File: src/rtl/shared_counter_arbiter.sv
// ----------------------------------------------------------------------------
// shared_counter_arbiter
//   Shares one CNT_WIDTH-bit up-counter between NUM_REQ requesters. A
//   round-robin arbiter picks one requester while idle. The counter then runs
//   from 0 up to that requester's terminal value, and a one-cycle done pulse
//   goes to it. If the owner drops its request while running, the run is
//   aborted and no done pulse is sent.
//
// Ports
//   clk       in   1                   clock, rising edge
//   reset     in   1                   asynchronous, active-high
//   req       in   NUM_REQ             level request per requester
//   req_term  in   NUM_REQ*CNT_WIDTH   terminal value, slice i = requester i
//   grant     out  NUM_REQ             one-hot owner of the counter, 0 when idle
//   done      out  NUM_REQ             one-cycle pulse to the finished requester
//   busy      out  1                   1 while the counter is running
//   count     out  CNT_WIDTH           current counter value
// ----------------------------------------------------------------------------
module shared_counter_arbiter #(
    parameter int NUM_REQ   = 4,
    parameter int CNT_WIDTH = 4
) (
    input  logic                           clk,
    input  logic                           reset,
    input  logic [NUM_REQ-1:0]             req,
    input  logic [NUM_REQ*CNT_WIDTH-1:0]   req_term,
    output logic [NUM_REQ-1:0]             grant,
    output logic [NUM_REQ-1:0]             done,
    output logic                           busy,
    output logic [CNT_WIDTH-1:0]           count
);

    localparam int IDX_W = (NUM_REQ > 1) ? $clog2(NUM_REQ) : 1;
    localparam logic [IDX_W:0] NUM_REQ_W = (IDX_W + 1)'(NUM_REQ);

    typedef enum logic {IDLE, RUN} state_t;

    state_t                 state_reg;
    logic [NUM_REQ-1:0]     grant_reg;
    logic [NUM_REQ-1:0]     done_reg;
    logic                   busy_reg;
    logic [CNT_WIDTH-1:0]   count_reg;
    logic [CNT_WIDTH-1:0]   term_reg;
    logic [IDX_W-1:0]       ptr_reg;

    logic [NUM_REQ-1:0]     eligible;
    logic                   found_next;
    logic [IDX_W-1:0]       winner_next;
    logic [NUM_REQ-1:0]     win_onehot;
    logic [IDX_W:0]         cand_sum;
    logic [IDX_W-1:0]       cand_idx;
    logic [CNT_WIDTH-1:0]   term_slice [NUM_REQ];

    // Unpack the flat terminal-value bus and build the one-hot winner vector.
    for (genvar gi = 0; gi < NUM_REQ; gi++) begin : g_slice
        assign term_slice[gi] = req_term[gi*CNT_WIDTH +: CNT_WIDTH];
        assign win_onehot[gi] = (winner_next == IDX_W'(gi));
    end

    // A requester that is receiving done this cycle is not eligible, so a
    // request held through done cannot be re-granted immediately.
    assign eligible = req & ~done_reg;

    // Round-robin search: ptr+1, ptr+2, ... with wrap; the last winner is
    // checked last.
    always_comb begin
        found_next  = 1'b0;
        winner_next = ptr_reg;
        cand_sum    = '0;
        cand_idx    = '0;
        for (int k = 1; k <= NUM_REQ; k++) begin
            cand_sum = {1'b0, ptr_reg} + (IDX_W + 1)'(k);
            if (cand_sum >= NUM_REQ_W) begin
                cand_sum = cand_sum - NUM_REQ_W;
            end
            cand_idx = cand_sum[IDX_W-1:0];
            if (!found_next && eligible[cand_idx]) begin
                found_next  = 1'b1;
                winner_next = cand_idx;
            end
        end
    end

    always_ff @(posedge clk or posedge reset) begin
        if (reset) begin
            state_reg <= IDLE;
            grant_reg <= '0;
            done_reg  <= '0;
            busy_reg  <= 1'b0;
            count_reg <= '0;
            term_reg  <= '0;
            ptr_reg   <= IDX_W'(NUM_REQ - 1);
        end else begin
            done_reg <= '0;
            case (state_reg)
                IDLE: begin
                    if (found_next) begin
                        grant_reg <= win_onehot;
                        term_reg  <= term_slice[winner_next];
                        count_reg <= '0;
                        busy_reg  <= 1'b1;
                        ptr_reg   <= winner_next;
                        state_reg <= RUN;
                    end
                end
                RUN: begin
                    // grant_reg is one-hot on the owner, so masking req with
                    // it tells whether the owner still requests. Abort wins
                    // over completion.
                    if ((req & grant_reg) == '0) begin
                        grant_reg <= '0;
                        count_reg <= '0;
                        busy_reg  <= 1'b0;
                        state_reg <= IDLE;
                    end else if (count_reg == term_reg) begin
                        done_reg  <= grant_reg;
                        grant_reg <= '0;
                        count_reg <= '0;
                        busy_reg  <= 1'b0;
                        state_reg <= IDLE;
                    end else begin
                        count_reg <= count_reg + 1'b1;
                    end
                end
                default: begin
                    state_reg <= IDLE;
                end
            endcase
        end
    end

    assign grant = grant_reg;
    assign done  = done_reg;
    assign busy  = busy_reg;
    assign count = count_reg;

endmodule

File: config.mk
export PLATFORM = sky130hd
export DESIGN_NAME = shared_counter_arbiter
export DESIGN_NICKNAME = d
export VERILOG_FILES = /design/src/rtl/shared_counter_arbiter.sv
export SDC_FILE = /design/constraint.sdc
export NUM_CORES = 1
export LEC_CHECK = 0
export ABC_AREA = 1
export CAP_MARGIN = 10
export CORE_MARGIN = 2
export CORE_UTILIZATION = 52
export DETAILED_ROUTE_END_ITERATION = 8
export PLACE_DENSITY = 0.85
export SKIP_CTS_REPAIR_TIMING = 1
export SYNTH_ARGS = -nofsm -noshare
export SYNTH_HDL_FRONTEND = slang
export SYNTH_SLANG_ARGS = --single-unit
File: constraint.sdc
create_clock -name clk -period 4.88 [get_ports clk]
set_input_delay 1.22 -clock clk [delete_from_list [all_inputs] [get_ports clk]]
set_output_delay 1.22 -clock clk [all_outputs]
set_load 0.02 [all_outputs]
Yosys cells after proc, flatten, opt, wreduce, memory -nomap -nowiden

Cells that the tools add are included.

Register bits: 20
Output and inout bits: 13
Word-level logic and storage cells: 88

$add $sub $neg: 9
Magnitude comparators: 9
Eq/ne operators: 6
Multiplexer cells: 42
Bitwise operators: 5
Reductions and logical operators: 10

Operators with widths:

| kind                | count |
|---|---|
| $mux 4              | 11 |
| $mux 2              | 8 |
| $pmux 4 s2          | 2 |
| $ge 3x3->1 const B  | 5 |
| $mux 1              | 14 |
| $lt 2x3->1 const B  | 4 |
| $and 4x4->4         | 2 |
| $bmux 1 s2          | 4 |
| $bmux 4 s2          | 1 |
| $sub 2x1->2 const B | 4 |
| $add 2x2->3 const B | 2 |
| $add 4x1->4 const B | 1 |
| $eq 2x2->1 const B  | 2 |
| $eq 4x4->1          | 1 |
| $logic_not 4->1     | 1 |
| $not 4->4           | 1 |
| $pmux 1 s2          | 2 |
| $reduce_and 2->1    | 2 |
| $add 2x1->3 const B | 1 |
| $add 2x3->3 const B | 1 |
| $logic_and 1x1->1   | 3 |
| $logic_not 1->1     | 3 |
| $ne 3x1->1 const B  | 1 |
| $not 2->3           | 1 |
| other kinds (4)     | 4 |

Longest topological paths before layout

Gate-level depths: netlist of run 1.

Depth in word-level cells: 19
Mapped depth: 14
Mapped depth without buffers: 13

Least setup slack after synthesis of run 1

No wires, ideal clock.

Kind: input-to-reg
Start: input port req[1]
End: register grant_reg[1], in the netlist grant[1]
Library setup time: 0.132 ns
Data arrival time: 2.147 ns
Data required time: 4.748 ns
Path slack: 2.601 ns
Stages: 10
Cells stage by stage: nand3_1 -> nand3_1 -> nand2_1 -> nand2_2 -> nor2_4 -> nand3_4 -> inv_4 -> nor2_8 -> nand2_1 -> o22ai_1

Cells in the longest elaborated chain, start to end: 16

RTL lines:

| item                         | line | source |
|---|---|---|
| start, declared              | 25   | `input logic [NUM_REQ-1:0] req,` |
| $and 4x4->4                  | 62   | `assign eligible = req & ~done_reg;` |
| $bmux 1 s2                   | 77   | `if (!found_next && eligible[cand_idx]) begin` |
| $mux 1 (not written as such) | 77   |  |
| $mux 1                       | 77   |  |
| $logic_not 1->1              | 77   |  |
| $logic_and 1x1->1            | 77   |  |
| $mux 1                       | 77   |  |
| $logic_not 1->1              | 77   |  |
| $logic_and 1x1->1            | 77   |  |
| $mux 1                       | 77   |  |
| $logic_not 1->1              | 77   |  |
| $logic_and 1x1->1            | 77   |  |
| $mux 2                       | 77   |  |
| $eq 2x1->1                   | 57   | `assign win_onehot[gi] = (winner_next == IDX_W'(gi));` |
| $mux 4                       | 97   | `if (found_next) begin` |
| $pmux 4 s2                   | 95   | `case (state_reg)` |
| end signal, assigned         | 98   | `grant_reg <= win_onehot;` |
| end, declared                | 39   | `logic [NUM_REQ-1:0] grant_reg;` |

Several ways; a longest one is shown, not always the timed one. The select of a mux whose other input is x is not followed.
A chain may end at the register's enable or synchronous reset.

Worst setup path after layout of run 1

Start: input port req[0]
End: register term_reg[2]

Cells in the longest elaborated chain, start to end: 17

RTL lines:

| item                                       | line | source |
|---|---|---|
| $and 4x4->4 (*)                            | 62   |  |
| $bmux 1 s2                                 | 77   |  |
| $mux 1 (not written as such)               | 77   |  |
| $mux 1                                     | 77   |  |
| $logic_not 1->1                            | 77   |  |
| $logic_and 1x1->1                          | 77   |  |
| $mux 1                                     | 77   |  |
| $logic_not 1->1                            | 77   |  |
| $logic_and 1x1->1                          | 77   |  |
| $mux 1                                     | 77   |  |
| $logic_not 1->1                            | 77   |  |
| $logic_and 1x1->1                          | 77   |  |
| $mux 2                                     | 77   |  |
| $not 2->3 (not written as such)            | 99   | `term_reg <= term_slice[winner_next];` |
| $bmux 4 s2                                 | 99   |  |
| $mux 4 (not written as such) (2 in series) | 99   |  |
| end signal, assigned                       | 99   |  |
| end, declared                              | 43   | `logic [CNT_WIDTH-1:0] term_reg;` |

Every way passes the cells marked *; elsewhere a longest branch is shown, timed or not. The select of a mux whose other input is x is not followed.

==> impl_metrics.toml, run 1 <==
[placed_design]
place_ws_ps = 1870
place.port_buffers = 34
gp_congestion = 0.877
dpl.hpwl_um = 2610

[power_and_ir_drop]
p_int_mw = 0.571
powerDensity_mw_per_mm2 = 682
p_clk_share_pct = 11.3
p_comb_share_pct = 64.8
ir_drop_v = 0.000496
p_leak_nw = 0.830
p_sw_share_pct = 52.2
power_switching_mw = 0.624
seqPwrFrac_pct = 23.9
power_mw = 1.19

[die]
pin_count = 35
row_count = 18
dieHeight_um = 54.6
die_x_um = 54.6
start_util_pct = 54.3
core_mm2 = 0.00245
die_area_mm2 = 0.00298

[clock_network]
cts_root_buf = "clkbuf_4"
cts.sinks = 20
clock_latency_ps = 300
clkTransAtPathRegs_ps = 120
clk_path_buf_depth = 2
numCtsBuffers = 3
cts_tree = "yes"
htreeDepth = 1

[synth]
yosysUniqueCellTypes = 25
syn_avg_cell_area_um2 = 7.44
syn_inst = 179
syn-cell-area_mm2 = 0.00133
yosysWarnings = 0
ys.flop_type = "dfrtp_1"
yosysTopAreaCellShare_pct = 33.8
ys_ff_latch = 20
synth-edff-count = 0
synthTopCellsByArea = "dfrtp_1 34%, nand3_1 15%, nand2_1 14%, dfstp_2 3.9%, inv_1 3.9%"
synth-seq-area-share_pct = 37.7
synth_top_cell_by_area = "dfrtp_1"
async_flop_share_pct = 100
synth_most_common_cell = "nand2_1"
synthTopCellsByCount = "50 x nand2_1, 40 x nand3_1, 18 x dfrtp_1"
synth_nets = 202

[job]
max_cap_violations = 0

[critical_path]
critPathLaunchType = "primary input"
critPathKind = "primary input to flip-flop"
r2r_slack_ps = 2800
cp_max_fo = 5
worstPathRequired_ps = 5080
arrival_ps = 2910
r2r_start = "ptr_reg[0]$_DFFE_PP1P_"
crit-reg2reg-capture = "term_reg[2]$_DFFE_PP0P_"
rr_worst_depth = 11
endpoint_kind = "flip-flop"

[detailed_routing]
ant_nets = 0
detail_route.first_pass.iterations = 4
via_per_inst = 5.49
drt_drc_violations_left = 0
via_count = 1350
drt_iter0_markers = 37
post_drt_wl_per_cell_um = 13.7
wirelength_um = 3360

[timing]
slew_headroom_pct = 50.7
setup_violations = 0
period_needed_ps = 2720
worst_slew_pin_slew_ps = 738
finalSetupTns_ps = 0
fin_crit_sh_pct = 55.6
fin_ws_ps = 2160
hold_viol = 0
rsz0062_at_grt = "false"
clock_skew_ps = 6.52
slew_violations = 0
whs_ps = 491
max_freq_mhz = 368

[worst_hold_path]
hold_path_end = "busy$_DFFE_PP0P_"
min_path_type = "flip-flop to flip-flop"
hold_start = "busy$_DFFE_PP0P_"
whs_path_depth = 2

[global_routing]
grt_use_met3_pct = 3.83
antenna_found_initial = 0
grt_use_met1_pct = 30.3
grt_max_degree = 21
overflow = 0
grt_pass1_vias = 1245
grt.busiest_layer = "met2"
grt_pass1_wl_um = 5330
met2_usage_pct = 45.2
grt_usage_pct = 25.2

[final_layout]
drive_gt1_share_pct = 13.9
syn2layout_area_growth_pct = 31.5
diodes = 0
n_fill_cell = 193
final_nets = 240

[run_status]
outcome = "complete, no violations"
==> layout make-up <==
class                      count  area, um^2  area share, %
multi-input combinational    138         736           42.0
sequential                    20         503           28.7
timing repair buffer          34         340           19.4
inverter                      20        82.6           4.71
tap                           30        37.5           2.14
clock inverter                 1        30.0           1.71
clock buffer                   3        22.5           1.29
==> stage by stage <==
step                utilization [%]  std cells  cell area (um^2)
floorplan                         -        179              1330
global placement               69.2        242              1700
detailed placement             69.2        242              1700
CTS                            71.4        246              1750
global route                   71.4        246              1750
finish                         71.4        246              1750
==> worst max-delay path, stage by stage <==
cell and delay (ps):
clkdlybuf4s50_1 520, nand3_1 130, nand2_1 140, nand2_1 80, nand2_2 140, nand3_2 130, nand2_2 140, nand2_2 100
nand2_1 70, nand3_1 80, nand3_1 80, nand2_1 60
==> cell usage in the layout (no fill, tap or decap), types with 3 or more instances in the layout <==
master	instances
inv_2	4
o21ai_1	3
clkbuf_4	3
nand2_1	50
xor2_1	4
inv_1	14
nand3_1	40
dfrtp_1	18
nand2_2	8
nand3_2	3
nor3_1	5
clkdlybuf4s50_1	34
nor2_1	7
a21oi_1	4
o22ai_1	4
==> how the worst max path moves through the flow <==
stage,start,end,slack [ps],cells after the start
2_1_floorplan,req[1],grant[1]$_DFFE_PP0P_,2600,10
3_3_place_gp,req[0],term_reg[0]$_DFFE_PP0P_,1930,12
3_5_place_dp,req[0],term_reg[2]$_DFFE_PP0P_,1870,12
4_1_cts,req[0],term_reg[2]$_DFFE_PP0P_,2180,12
5_1_grt,req[1],term_reg[2]$_DFFE_PP0P_,2010,12
6_report,req[0],term_reg[2]$_DFFE_PP0P_,2160,12
==> power groups by stage <==
stage               sequential [mW]  clock (mW)  combinational [mW]
floorplan                     0.284           0               0.588
global placement              0.286           0               0.732
detailed placement            0.288           0               0.762
CTS                           0.285       0.137               0.771
global route                  0.293       0.144               0.869
finish                        0.286       0.136               0.774
==> metal layers <==
metal,vias up,part of all wire [%]
li1,669,-
met3,4,5.6
met4,0,0.98
met5,-,0
met1,611,41
met2,66,52
==> cells by family (layout without fill, tap and decap cells) <==
logic type,after synthesis,in the layout,synth area share [%]
AO/OA/AOI/OAI,13,13,5.82
XOR/XNOR,4,4,2.63
adder cells (fa/ha/maj),1,1,0.939
buffers and inverters,21,58,7.04
flip-flops,20,20,37.7
AND/OR/NAND/NOR,120,120,45.8
Note: power is estimated with default switching activity, not from simulation.
==> run 2, diff against run 1 <==
Settings changed: CORE_UTILIZATION 52 to 43, PLACE_DENSITY 0.85 to 0.75.
Clock period 4.88 ns to 2.39 ns, I/O delays scaled along.
==> run 2 against run 1 <==
Final cell count rose by 2.8%. Total power rose by 110%. Global-route usage fell by 7.2 points. Flip-flop and latch count did not move. Hold slack got worse by 10 ps. Sequential power rose by 100%. Setup slack got worse by 1800 ps. Wire length fell by 14%. First-iteration DRC count did not move. Highest routed layer unchanged.
==> impl_metrics.toml, run 2 (synthesis results as in run 1) <==
[die]
dieHeight_um = 59.7
row_count = 20
pin_count = 35
die_x_um = 59.7
core_mm2 = 0.00300
die_area_mm2 = 0.00356
start_util_pct = 44.4

[detailed_routing]
ant_nets = 0
post_drt_wl_per_cell_um = 11.5
via_count = 1298
drt_iter0_markers = 37
via_per_inst = 5.13
drt_drc_violations_left = 0
wirelength_um = 2900
detail_route.first_pass.iterations = 4

[final_layout]
drive_gt1_share_pct = 15.5
most-common-layout-cells = "50 x nand2_1, 40 x nand3_1, 34 x clkdlybuf4s50_1"
final_nets = 244
diodes = 0
syn2layout_area_growth_pct = 34.0
mostFrequentLayoutCell = "nand2_1"
n_fill_cell = 274

[placed_design]
gp_congestion = 0.792
place.port_buffers = 34
dpl.hpwl_um = 2340
place_ws_ps = 36.8

[global_routing]
grt_max_degree = 21
grt_usage_pct = 18.0
overflow = 0
antenna_found_initial = 0
grt_pass1_wl_um = 4850
grt_pass1_vias = 1151

[critical_path]
cp_max_fo = 6
arrival_ps = 2280
endpoint_kind = "flip-flop"
critPathLaunchType = "primary input"
worstPathRequired_ps = 2610
critPathKind = "primary input to flip-flop"

[power_and_ir_drop]
p_leak_nw = 0.849
ir_drop_v = 0.000608
power_mw = 2.47
powerDensity_mw_per_mm2 = 1380

[clock_network]
numCtsBuffers = 3
cts_root_buf = "clkbuf_4"
htreeDepth = 1
clk_path_buf_depth = 2
cts_tree = "yes"
cts.sinks = 20
clock_latency_ps = 300
clkTransAtPathRegs_ps = 120

[timing]
max_freq_mhz = 485
fin_crit_sh_pct = 86.2
period_needed_ps = 2060
slew_violations = 0
worst_slew_pin_slew_ps = 252
clock_skew_ps = 4.74
setup_violations = 0
finalSetupTns_ps = 0
rsz0062_at_grt = "false"
hold_viol = 0
slew_headroom_pct = 83.2
fin_ws_ps = 330

[worst_hold_path]
min_path_type = "flip-flop to flip-flop"

[run_status]
outcome = "complete, no violations"

[job]
max_cap_violations = 0
run 2: per-layer routing:
metal	wire [um]	GRT usage [%]	vias up
met4	31	4.76	0
met3	117	3.25	4
met2	1390	29.5	39
met1	1360	24.4	574
li1	-	-	681
met5	0	0	-
run 2: worst max-delay path, cell delays in order:
cell and delay, ps:
clkdlybuf4s50_1 510, nand3_1 140, nand2_1 140, nand2_1 70, nand2_2 120, nand3_2 130, nand3_1 110, nand2_1 140
buf_4 180, o22ai_1 140
run 2: report_power, final:
| group | leakage [nW] | switching (mW) | internal [mW] |
|---|---|---|---|
| Clock | 0.0279 | 0.104 | 0.169 |
| Sequential | 0.257 | 0.123 | 0.459 |
| Combinational | 0.564 | 1.02 | 0.596 |
| Total | 0.849 | 1.24 | 1.22 |
run 2: worst paths after layout:
path,slack [ps],startpoint,to,depth (start not counted)
min reg2reg,480,busy$_DFFE_PP0P_,busy$_DFFE_PP0P_,2
max reg2reg,390,ptr_reg[0]$_DFFE_PP1P_,grant[3]$_DFFE_PP0P_,11
min,480,busy$_DFFE_PP0P_,busy$_DFFE_PP0P_,2
max,330,req[0],grant[0]$_DFFE_PP0P_,10
max in group asynchronous,1510,reset,ptr_reg[1]$_DFFE_PP1P_,3
min in group asynchronous,610,reset,count[2]$_DFFE_PP0P_,3
run 2: per-stage QoR:
step / area [um^2] / hold WS [ps] / utilization (%) / instances
final: 1790 / 480 / 59.5 / 253
after global routing: 1790 / 516 / 59.5 / 253
after CTS: 1790 / 488 / 59.5 / 253
after detailed placement: 1730 / 462 / 57.7 / 249
after global placement: 1730 / 455 / 57.7 / 249
after floorplan: 1330 / 468 / - / 179
run 2: layout make-up:
cell class	count	area [um^2]	share of cell area [%]
clock buffers	3	22.5	1.26
clock inverters	1	30.0	1.68
inverters	20	82.6	4.63
multi-input cells	138	736	41.2
flip-flops and latches	20	503	28.2
well taps	33	41.3	2.31
repair buffers	38	370	20.7
